==> src/rtl/mips_pkg.sv <==
// Shared definitions for the MIPS front end: fetch FSM encoding, instruction
// field positions and the decoder control bundle.
package mips_pkg;

  localparam int unsigned INSTR_W   = 32;
  localparam int unsigned OP_MSB    = 31;
  localparam int unsigned OP_LSB    = 26;
  localparam int unsigned FUNCT_MSB = 5;
  localparam int unsigned FUNCT_LSB = 0;
  localparam int unsigned PC_STEP   = 4;

  typedef enum logic [2:0] {
    FS_IDLE,
    FS_REQ,
    FS_WAIT,
    FS_DROP,
    FS_HOLD
  } fetch_state_t;

  typedef struct packed {
    logic       reg_dst;
    logic       alu_src;
    logic       mem_to_reg;
    logic       reg_write;
    logic       mem_read;
    logic       mem_write;
    logic       branch;
    logic [1:0] alu_op;
  } control_sig_t;

endpackage

==> src/rtl/instr_fetch.sv <==
// Instruction fetch: holds the PC, issues one memory request at a time and
// presents each fetched word to decode over a valid/ready handshake.
// Downstream redirects flush the held instruction and any fetch in flight.
module instr_fetch
  import mips_pkg::*;
#(
  parameter int unsigned        ADDR_W   = 32,
  parameter logic [ADDR_W-1:0]  RESET_PC = '0
) (
  input  logic                clk,
  input  logic                reset,
  output logic                imem_req_valid,
  input  logic                imem_req_ready,
  output logic [ADDR_W-1:0]   imem_req_addr,
  input  logic                imem_rsp_valid,
  input  logic [INSTR_W-1:0]  imem_rsp_data,
  output logic                instr_valid,
  input  logic                instr_ready,
  output logic [INSTR_W-1:0]  instr,
  output logic [5:0]          op,
  output logic [5:0]          funct,
  output logic [ADDR_W-1:0]   instr_pc,
  output logic [ADDR_W-1:0]   pc_plus4,
  input  logic                redirect_valid,
  input  logic [ADDR_W-1:0]   redirect_pc
);

  localparam logic [ADDR_W-1:0] STEP = ADDR_W'(PC_STEP);

  fetch_state_t        state_q, state_d;
  logic [ADDR_W-1:0]   pc_q, pc_d;
  logic [ADDR_W-1:0]   req_pc_q, req_pc_d;
  logic [INSTR_W-1:0]  instr_q, instr_d;
  logic [ADDR_W-1:0]   instr_pc_q, instr_pc_d;
  logic [ADDR_W-1:0]   pc_plus4_q, pc_plus4_d;
  logic [ADDR_W-1:0]   redir_pc;

  assign redir_pc       = {redirect_pc[ADDR_W-1:2], 2'b00};

  assign imem_req_valid = (state_q == FS_REQ);
  assign imem_req_addr  = pc_q;
  // A transfer can never complete in a redirect cycle.
  assign instr_valid    = (state_q == FS_HOLD) && !redirect_valid;
  assign instr          = instr_q;
  assign op             = instr_q[OP_MSB:OP_LSB];
  assign funct          = instr_q[FUNCT_MSB:FUNCT_LSB];
  assign instr_pc       = instr_pc_q;
  assign pc_plus4       = pc_plus4_q;

  // State, PC and output registers; reset abandons any outstanding request.
  always_ff @(posedge clk or posedge reset) begin
    if (reset) begin
      state_q    <= FS_IDLE;
      pc_q       <= RESET_PC;
      req_pc_q   <= RESET_PC;
      instr_q    <= '0;
      instr_pc_q <= RESET_PC;
      pc_plus4_q <= RESET_PC + STEP;
    end else begin
      state_q    <= state_d;
      pc_q       <= pc_d;
      req_pc_q   <= req_pc_d;
      instr_q    <= instr_d;
      instr_pc_q <= instr_pc_d;
      pc_plus4_q <= pc_plus4_d;
    end
  end

  // Next-state, next-PC and instruction capture.
  always_comb begin
    state_d    = state_q;
    pc_d       = pc_q;
    req_pc_d   = req_pc_q;
    instr_d    = instr_q;
    instr_pc_d = instr_pc_q;
    pc_plus4_d = pc_plus4_q;
    unique case (state_q)
      FS_IDLE: state_d = FS_REQ;
      FS_REQ: begin
        if (redirect_valid) pc_d = redir_pc;
        if (imem_req_ready) begin
          req_pc_d = pc_q;
          state_d  = redirect_valid ? FS_DROP : FS_WAIT;
        end
      end
      FS_WAIT: begin
        if (redirect_valid) begin
          pc_d    = redir_pc;
          state_d = imem_rsp_valid ? FS_REQ : FS_DROP;
        end else if (imem_rsp_valid) begin
          instr_d    = imem_rsp_data;
          instr_pc_d = req_pc_q;
          pc_plus4_d = req_pc_q + STEP;
          pc_d       = req_pc_q + STEP;
          state_d    = FS_HOLD;
        end
      end
      FS_DROP: begin
        if (redirect_valid) pc_d = redir_pc;
        if (imem_rsp_valid) state_d = FS_REQ;
      end
      FS_HOLD: begin
        if (redirect_valid) begin
          pc_d    = redir_pc;
          state_d = FS_REQ;
        end else if (instr_ready) begin
          state_d = FS_REQ;
        end
      end
      default: state_d = FS_IDLE;
    endcase
  end

endmodule
==> config.mk <==
export PLATFORM = sky130hd
export DESIGN_NAME = instr_fetch
export DESIGN_NICKNAME = d
export VERILOG_FILES = /design/src/rtl/mips_pkg.sv /design/src/rtl/instr_fetch.sv
export SDC_FILE = /design/constraint.sdc
export NUM_CORES = 1
export LEC_CHECK = 0
export ABC_AREA = 1
export CORE_UTILIZATION = 25
export CTS_CLUSTER_DIAMETER = 100
export DETAILED_ROUTE_END_ITERATION = 7
export PLACE_DENSITY = 0.5
export SYNTH_ARGS = -nofsm -noshare
export SYNTH_HDL_FRONTEND = slang
export SYNTH_SLANG_ARGS = --single-unit
==> constraint.sdc <==
create_clock -name clk -period 12.7 [get_ports clk]
set_clock_uncertainty 0.1 [all_clocks]
set_input_delay 3.81 -clock clk [delete_from_list [all_inputs] [get_ports clk]]
set_output_delay 3.81 -clock clk [all_outputs]
set_load 0.005 [all_outputs]
==> results of run 1 <==
## critical path, stage by stage
cell,delay (ps)
clkdlybuf4s50_1,490
nor2_1,170
clkdlybuf4s50_1,510
## how the worst min path moves through the flow
stage,endpoint,start,cells past startpoint
3_5_place_dp,pc_plus4[30]$_DFFE_PP0P_,pc_plus4[30]$_DFFE_PP0P_,2
3_3_place_gp,instr[19]$_DFFE_PP0P_,instr[19]$_DFFE_PP0P_,2
6_report,instr_pc[9]$_DFFE_PP0P_,instr_pc[9]$_DFFE_PP0P_,2
5_1_grt,pc_plus4[8]$_DFFE_PP0P_,pc_plus4[8]$_DFFE_PP0P_,2
2_1_floorplan,req_pc_q[0]$_DFFE_PP0P_,req_pc_q[0]$_DFFE_PP0P_,2
4_1_cts,instr[14]$_DFFE_PP0P_,instr[14]$_DFFE_PP0P_,2
## logic make-up after synthesis
family,count (synthesis),synth area share (%)
multiplexers,2,0.308
AO/OA/AOI/OAI,110,7.79
buffers and inverters,122,7.69
flip-flops,161,55.0
AND/OR/NAND/NOR,518,28.2
XOR/XNOR,7,0.837
adder cells (fa/ha/maj),1,0.171
## power groups by stage
stage	Combinational, mW	Sequential [mW]	Clock [mW]
finish	1.04	0.926	0.517
global route	1.18	0.964	0.554
CTS	1.06	0.930	0.534
detailed placement	1.06	0.937	0
global placement	1.05	0.933	0
floorplan	0.494	0.911	0
## per-layer routing
metal / vias to the layer above / GRT usage [%] / wire, um
li1: 3238 / - / -
met1: 2980 / 22.7 / 11200
met2: 206 / 24.6 / 10300
met3: 25 / 3.89 / 1350
met4: 0 / 5.16 / 397
met5: - / 0 / 0
## metrics by stage
step / setup WS (ps) / hold slack [ps] / util (%)
after floorplan: 4440 / 353 / -
after global placement: 3820 / 360 / 33.5
after detailed placement: 3790 / 364 / 33.5
after CTS: 3790 / 384 / 35.6
after global routing: 3780 / 407 / 35.6
final: 3800 / 378 / 35.6
## layout make-up
class	instances	area, um^2	share of cell area [%]
Clock inverter	15	160	1.56
Timing Repair Buffer	214	2130	20.8
Inverter	70	268	2.62
Multi-Input combinational cell	638	2740	26.8
Sequential cell	161	4030	39.4
Tap cell	384	480	4.69
Clock buffer	17	425	4.16
## state kept, by name (all words and copies together), names as in the netlist
register,cells
pc_plus4,30
req_pc_q,32
instr_pc,32
imem_req_addr,32
instr,32
state_q,3
## layout by cell type (no fill, tap or decap), types with 4 or more instances in the layout
cell / synthesis / layout
inv_1: 66 / 65
dfrtp_1: 160 / 160
nor2_2: 4 / 4
nand3_1: 50 / 49
o21ai_0: 23 / 23
inv_6: 0 / 5
clkdlybuf4s50_1: 0 / 209
or2_2: 7 / 7
nand2_1: 373 / 372
a31oi_1: 10 / 10
buf_4: 16 / 5
nor2_1: 78 / 78
clkbuf_16: 0 / 17
inv_2: 4 / 4
inv_8: 0 / 6
o21ai_1: 34 / 34
xor2_1: 7 / 7
a21oi_1: 40 / 40
==> impl_metrics.csv, run 1 <==
group,metric,value,unit
run_status,outcome,"completed",
placement,port_buffers,209,
power_and_ir_drop,power_leakage,4.85,nW
grt,grt_first_pass_wirelength,37.5,mm
synth,yosysMostFrequentCell,"nand2_1",
clock_tree,ctsHoldBuffers,0,
synth,netlist_area,7320,um^2
timing,max_slew_margin,34.2,%
clock_tree,cts_tree,"yes",
cells_and_area,num-nets-final,1173,
clock_tree,cts.sinks,161,
worst_setup_path,crit_path_end_kind,"output port",
synth,syn_inst,921,
synth,synth_edf_count,0,
die,core,28800,um^2
worst_setup_path,reg2reg_depth,7,
grt,grt_pass1_vias,6532,
die,die_h,173,um
placement,placed_cells_incl_taps,1467,
synth,syn-num-nets,992,
die,rows,62,
cells_and_area,fill_cells,2937,
die,die_w,173,um
cells_and_area,area_growth,39.8,%
clock_tree,postCtsResizedCells,0,
power_and_ir_drop,seqPwrFrac,37.3,%
job,drv_cap,0,
timing,rsz0062_at_grt,"false",
power_and_ir_drop,power_frac_comb,41.9,%
cells_and_area,num_antenna_cells,0,
clock_tree,clockBufferDepth,2,
routing,first_iter_violations,353,
clock_tree,worstSkewPairLatency,430,ps
power_and_ir_drop,peakVddDrop,0.0000843,V
power_and_ir_drop,p_sw,0.943,mW
power_and_ir_drop,p_clk_share,20.8,%
worst_setup_path,cp_max_fo,5,
routing,viasPerCell,4.30,
worst_setup_path,cp.arrival,4990,ps
timing,finalSetupViolCount,0,
routing,drt-pass1-iter-count,5,
clock_tree,cts_buffers,17,
worst_setup_path,endpoint,"instr_valid",
clock_tree,clkTransAtPathRegs,70,ps
power_and_ir_drop,power_density,243,nW/um^2
synth,synthTopCellsByCount,"373 x nand2_1, 160 x dfrtp_1, 78 x nor2_1",
clock_tree,htree_levels,4,
cells_and_area,drive_above_1_share,5.38,%
grt,grt_max_degree,91,
timing,min_period,8900,ps
timing,slew_violations,0,
grt,grt_use_total,16.2,%
worst_setup_path,crit_type,"input port to output port",
timing,tightest_slew,987,ps
worst_setup_path,reg2reg_slack,9640,ps
synth,synth_area_leader_cell,"dfrtp_1",
timing,min_period_over_period,70.1,%
grt,antenna_found_initial,0,
cells_and_area,fin_area,10200,um^2
synth,synth_seq_cells,161,
worst_setup_path,crit_start,"redirect_valid",
synth,synthDistinctLibCells,28,
timing,tns,0,ps
routing,drc,0,
synth,avgSynthCellArea,7.95,um^2
hold_path,hold_class,"register to register",
worst_setup_path,r2r-end,"imem_req_addr[1]$_DFFE_PP0P_",
synth,yosysTopAreaCellShare,54.7,%
power_and_ir_drop,swShare,37.9,%
die,die_area,30000,um^2
cells_and_area,finalNonFillerCells,1499,
synth,async_flop_share,100,%
synth,netlist_top_cells_area,"dfrtp_1 55%, nand2_1 19%, nor2_1 4.0%",
clock_tree,cts_setup_buffers,0,
power_and_ir_drop,power,2.49,mW
routing,post_drt_wl_per_cell,15.5,um
worst_setup_path,crit_required,8790,ps
placement,dpl_cell_area,9650,um^2
routing,drt_wl_total,23.2,mm
clock_tree,clockRootBuffer,"clkbuf_16",
worst_setup_path,r2r_start,"state_q[1]$_DFFE_PP0P_",
placement,place_congestion,0.805,
grt,grt_overflow,0,
routing,vias,6449,
placement,hpwl,16.1,mm
synth,ys_seq_area_share,55.0,%
synth,synthFlopType,"dfrtp_1",
synth,ys_warn_count,0,
die,ioPinCount,212,
power_and_ir_drop,intPower,1.54,mW
timing,fmax,0.112,GHz
worst_setup_path,critPathLaunchType,"input port",
routing,drtAntennaViolNets,0,
timing,hold_viol_final,0,
die,initial_core_util,25.4,%
(Power assumes the default switching activity.)
==> inputs of run 2 (changes only) <==
--- a/config.mk
+++ b/config.mk
@@ -9,7 +9,7 @@
 export CORE_UTILIZATION = 25
 export CTS_CLUSTER_DIAMETER = 100
 export DETAILED_ROUTE_END_ITERATION = 7
-export PLACE_DENSITY = 0.5
+export PLACE_DENSITY = 0.51
 export SYNTH_ARGS = -nofsm -noshare
 export SYNTH_HDL_FRONTEND = slang
 export SYNTH_SLANG_ARGS = --single-unit
==> constraint.sdc (replaced) <==
create_clock -name clk -period 8 [get_ports clk]
set_clock_uncertainty 0.1 [all_clocks]
set_input_delay 2.4 -clock clk [delete_from_list [all_inputs] [get_ports clk]]
set_output_delay 2.4 -clock clk [all_outputs]
set_load 0.005 [all_outputs]
==> run 2 against run 1 <==
Compared with the run above:
- sequential share of layout area down 0.11 points
- via count grew 0.96%
- setup slack worse by 1900 ps
- critical path depth unchanged
- critical path type unchanged
- routed wire length down 0.14%
- clock power grew 65%
- core utilization grew 0.096 points
- non-clock buffer count grew 1
- register-to-register slack lost 4500 ps
- first-iteration DRC count is 1.4% higher
- die area unchanged
==> impl_metrics.csv, run 2 (synthesis results as in run 1) <==
group,metric,value,unit
run_status,outcome,"completed",
worst_setup_path,crit_path_max_incr_delay,520,ps
worst_setup_path,crit_required,5500,ps
timing,tns,0,ps
worst_setup_path,endpoint,"instr_valid",
power_and_ir_drop,power_density,388,nW/um^2
clock_tree,cts_setup_buffers,0,
hold_path,hold_class,"register to register",
worst_setup_path,crit_type,"input port to output port",
grt,grt_pass1_vias,6324,
die,core,28800,um^2
die,initial_core_util,25.4,%
worst_setup_path,cp.arrival,3580,ps
worst_setup_path,reg2reg_slack,5100,ps
worst_setup_path,critPathLaunchType,"input port",
worst_setup_path,worstPathCellList,"clkdlybuf4s50_1, nor2_1, clkdlybuf4s50_1",
die,ioPinCount,212,
timing,finalSetupViolCount,0,
routing,post_drt_wl_per_cell,15.5,um
clock_tree,cts_tree,"yes",
die,rows,62,
worst_setup_path,crit_start,"redirect_valid",
worst_setup_path,crit_path_end_kind,"output port",
cells_and_area,multi_input_area,2740,um^2
job,drv_cap,0,
cells_and_area,seq_area,4030,um^2
grt,antenna_found_initial,0,
cells_and_area,fill_cells,2994,
clock_tree,cts.sinks,161,
clock_tree,clkTransAtPathRegs,70,ps
die,die_area,30000,um^2
worst_setup_path,r2r_start,"state_q[1]$_DFFE_PP0P_",
routing,viasPerCell,4.34,
grt,grt_use_total,15.9,%
die,die_h,173,um
power_and_ir_drop,peakVddDrop,0.000154,V
hold_path,hold_start,"pc_plus4[21]$_DFFE_PP0P_",
grt,grt_first_pass_wirelength,36.7,mm
clock_tree,ctsHoldBuffers,0,
cells_and_area,final_cell_mix,"372 x nand2_1, 209 x clkdlybuf4s50_1, 160 x dfrtp_1, 78 x nor2_1, 65 x inv_1",
die,die_w,173,um
timing,min_period,6080,ps
routing,vias,6511,
timing,min_period_over_period,76.0,%
timing,rsz0062_at_grt,"false",
placement,place_congestion,0.800,
timing,holdWs,380,ps
clock_tree,clockRootBuffer,"clkbuf_16",
power_and_ir_drop,power,3.98,mW
timing,slew_violations,0,
worst_setup_path,path_common_cell,"clkdlybuf4s50_1",
clock_tree,worstSkewPairLatency,430,ps
timing,tightest_slew,865,ps
routing,first_iter_violations,358,
routing,drtAntennaViolNets,0,
clock_tree,cts_buffers,17,
grt,grt_overflow,0,
clock_tree,clockBufferDepth,2,
clock_tree,postCtsResizedCells,0,
cells_and_area,num_antenna_cells,0,
power_and_ir_drop,power_leakage,4.86,nW
placement,hpwl,16.3,mm
cells_and_area,num-nets-final,1174,
cells_and_area,area_growth,40.2,%
routing,drt-pass1-iter-count,6,
routing,drt_wl_total,23.2,mm
worst_setup_path,reg2reg_depth,7,
timing,hold_viol_final,0,
worst_setup_path,critPathSlowestCell,"clkdlybuf4s50_1",
cells_and_area,final_common_cell,"nand2_1",
grt,grt_max_degree,79,
routing,drc,0,
worst_setup_path,cp_max_fo,5,
timing,fmax,0.165,GHz
worst_setup_path,r2r-end,"pc_plus4[13]$_DFFE_PP0P_",
clock_tree,htree_levels,4,
timing,max_slew_margin,42.2,%
cells_and_area,drive_above_1_share,5.47,%
placement,port_buffers,209,
run 2: power by group:
| part | total, mW | switching (mW) | internal (mW) |
|---|---|---|---|
| clock network | 0.853 | 0.374 | 0.479 |
| registers | 1.47 | 0.288 | 1.19 |
| logic | 1.65 | 0.809 | 0.845 |
| total | 3.98 | 1.47 | 2.51 |
run 2: worst max-delay path, delay by kind of cell:
family	cells	cell delay, ps
buffers and inverters	2	1010
AND/OR/NAND/NOR	1	170
run 2: final cells by class:
type                            instances  area share [%]
Clock buffer                           18            4.28
Clock inverter                         14            1.62
Inverter                               70            2.61
Multi-Input combinational cell        638            26.7
Sequential cell                       161            39.3
Tap cell                              384            4.68
Timing Repair Buffer                  215            20.8
run 2: how the worst min path moves through the flow:
stage | slack (ps) | end | cells after the start
floorplan | 350 | req_pc_q[0]$_DFFE_PP0P_ | 2
global placement | 360 | instr[18]$_DFFE_PP0P_ | 2
detailed placement | 360 | instr[16]$_DFFE_PP0P_ | 2
CTS | 380 | instr[16]$_DFFE_PP0P_ | 2
global route | 410 | pc_plus4[7]$_DFFE_PP0P_ | 2
finish | 380 | pc_plus4[21]$_DFFE_PP0P_ | 2
run 2: stage by stage:
stage / instance area (um^2) / setup slack (ps) / utilization (%) / std cells
2_1_floorplan: 7320 / 1150 / - / 921
3_3_place_gp: 9660 / 1930 / 33.6 / 1468
3_5_place_dp: 9660 / 1910 / 33.6 / 1468
4_1_cts: 10300 / 1910 / 35.7 / 1500
5_1_grt: 10300 / 1870 / 35.7 / 1500
6_report: 10300 / 1920 / 35.7 / 1500
run 2: per-layer routing:
| layer | track usage, % | wire [um] | vias up |
|---|---|---|---|
| met4 | 4.28 | 352 | 0 |
| met3 | 3.80 | 1190 | 18 |
| met2 | 24.2 | 10300 | 196 |
| li1 | - | - | 3244 |
| met5 | 0 | 0 | - |
| met1 | 22.5 | 11400 | 3053 |
==> inputs of run 3 (changes only) <==
--- a/config.mk
+++ b/config.mk
@@ -9,7 +9,7 @@
 export CORE_UTILIZATION = 25
 export CTS_CLUSTER_DIAMETER = 100
 export DETAILED_ROUTE_END_ITERATION = 7
-export PLACE_DENSITY = 0.51
+export PLACE_DENSITY = 0.5
 export SYNTH_ARGS = -nofsm -noshare
 export SYNTH_HDL_FRONTEND = slang
 export SYNTH_SLANG_ARGS = --single-unit
==> constraint.sdc (replaced) <==
create_clock -name clk -period 6.2 [get_ports clk]
set_clock_uncertainty 0.1 [all_clocks]
set_input_delay 1.86 -clock clk [delete_from_list [all_inputs] [get_ports clk]]
set_output_delay 1.86 -clock clk [all_outputs]
set_load 0.005 [all_outputs]
==> run 3 against run 2 <==
Compared with the run above:
- via count decreased by 1.0%
- setup slack got worse by 740 ps
- largest cell class unchanged
- design area about the same
- critical endpoint unchanged
- global-route usage decreased by 0.21 points
==> impl_metrics.csv, run 3 (synthesis results as in run 1) <==
group,metric,value,unit
power_and_ir_drop,p_sw,1.91,mW
placement,port_buffers,209,
cells_and_area,fill_cells,2998,
worst_setup_path,crit_path_end_kind,"output port",
job,drv_cap,0,
worst_setup_path,worstPathCellList,"clkdlybuf4s50_1, nor2_1, clkdlybuf4s50_1",
power_and_ir_drop,power_density,495,nW/um^2
timing,slew_violations,0,
cells_and_area,drive_above_1_share,5.55,%
die,die_area,30000,um^2
clock_tree,cts_buffers,17,
cells_and_area,seq_area,4030,um^2
worst_setup_path,crit_required,4240,ps
cells_and_area,fin_util,35.7,%
grt,grt_overflow,0,
worst_setup_path,crit_type,"input port to output port",
placement,place_congestion,0.787,
timing,hold_viol_final,0,
die,ioPinCount,212,
worst_setup_path,cp.arrival,3060,ps
clock_tree,postCtsResizedCells,0,
power_and_ir_drop,power_leakage,4.86,nW
worst_setup_path,critPathSlowestCell,"clkdlybuf4s50_1",
clock_tree,cts.sinks,161,
cells_and_area,final_cell_mix,"372 x nand2_1, 209 x clkdlybuf4s50_1, 160 x dfrtp_1, 78 x nor2_1, 65 x inv_1",
grt,grt_pass1_vias,6334,
power_and_ir_drop,swShare,37.7,%
cells_and_area,area_growth,40.2,%
power_and_ir_drop,p_clk_share,20.7,%
hold_path,hold_class,"register to register",
timing,min_period_over_period,81.0,%
power_and_ir_drop,intPower,3.16,mW
timing,min_period,5020,ps
clock_tree,worstSkewPairLatency,430,ps
routing,drt_wl_total,22.9,mm
clock_tree,cts_setup_buffers,0,
grt,grt_max_degree,104,
worst_setup_path,path_common_cell,"clkdlybuf4s50_1",
die,die_h,173,um
grt,antenna_found_initial,2,
die,rows,62,
grt,grt_first_pass_wirelength,36.3,mm
worst_setup_path,critPathLaunchType,"input port",
routing,vias,6446,
clock_tree,htree_levels,4,
run_status,outcome,"completed",
timing,rsz0062_at_grt,"false",
worst_setup_path,cp_max_fo,5,
grt,grt_use_total,15.7,%
die,die_w,173,um
routing,drtAntennaViolNets,0,
power_and_ir_drop,power,5.08,mW
clock_tree,cts_tree,"yes",
clock_tree,clockBufferDepth,2,
routing,drt-pass1-iter-count,6,
timing,max_slew_margin,37.7,%
die,initial_core_util,25.4,%
routing,first_iter_violations,390,
timing,tns,0,ps
power_and_ir_drop,seqPwrFrac,37.3,%
cells_and_area,final_common_cell,"nand2_1",
worst_setup_path,crit_path_max_incr_delay,520,ps
cells_and_area,multi_input_area,2740,um^2
routing,viasPerCell,4.29,
timing,finalSetupViolCount,0,
cells_and_area,num_antenna_cells,0,
clock_tree,clockRootBuffer,"clkbuf_16",
power_and_ir_drop,peakVddDrop,0.000194,V
placement,hpwl,16.2,mm
timing,fmax,0.199,GHz
clock_tree,clkTransAtPathRegs,70,ps
routing,drc,0,
timing,tightest_slew,935,ps
routing,post_drt_wl_per_cell,15.3,um
cells_and_area,num-nets-final,1175,
power_and_ir_drop,power_frac_comb,42.0,%
clock_tree,ctsHoldBuffers,0,
die,core,28800,um^2
-- run 3: changes by cell type in the layout (fill, tap and decap cells not counted) --
cell / change
buf_12: +1
bufinv_16: -2
clkbuf_8: -1
clkinv_4: -1
clkinv_8: +2
clkinvlp_4: +1
inv_6: -4
inv_8: +5
-- run 3: path summary, 6_finish.rpt --
path,startpoint,endpoint,slack (ps),cells past startpoint
setup / recovery,redirect_valid,instr_valid,1180,3
hold / removal,instr_pc[4]$_DFFE_PP0P_,instr_pc[4]$_DFFE_PP0P_,380,2
setup reg to reg,state_q[1]$_DFFE_PP0P_,imem_req_addr[16]$_DFFE_PP0P_,3620,7
hold reg to reg,instr_pc[4]$_DFFE_PP0P_,instr_pc[4]$_DFFE_PP0P_,380,2
max in group asynchronous,reset,pc_plus4[14]$_DFFE_PP0P_,3210,3
min in group asynchronous,reset,instr[2]$_DFFE_PP0P_,1780,2
-- run 3: power groups by stage --
stage | combinational, mW | clock (mW) | sequential, mW
after floorplan | 1.01 | 0 | 1.87
after global placement | 2.15 | 0 | 1.91
after detailed placement | 2.16 | 0 | 1.91
after CTS | 2.17 | 1.09 | 1.90
after global routing | 2.39 | 1.13 | 1.97
final | 2.13 | 1.05 | 1.89
-- run 3: final cells by class --
cell class / count / area share, %
Multi-Input combinational cell: 638 / 26.7
Clock inverter: 15 / 1.56
Clock buffer: 17 / 4.14
Timing Repair Buffer: 216 / 21.0
Tap cell: 384 / 4.68
Sequential cell: 161 / 39.3
Inverter: 70 / 2.60
-- run 3: stage by stage --
stage	setup slack, ps	area, um^2	cells	hold slack, ps
2_1_floorplan	2200	7330	921	353
3_3_place_gp	1210	9680	1469	361
3_5_place_dp	1200	9680	1469	364
4_1_cts	1200	10300	1501	383
5_1_grt	1150	10300	1501	402
6_report	1180	10300	1501	377
-- run 3: critical path: cells and delay by family --
kind,cells,cell delay [ps]
buffers and inverters,2,1010
AND/OR/NAND/NOR,1,190
-- run 3: routing by layer --
metal,vias to the layer above,global-route usage (%),share of wire [%]
met5,-,0,0.11
met4,4,4.46,1.5
met3,19,3.89,5.9
met2,208,23.7,44
met1,2972,22.2,48
li1,3243,-,-
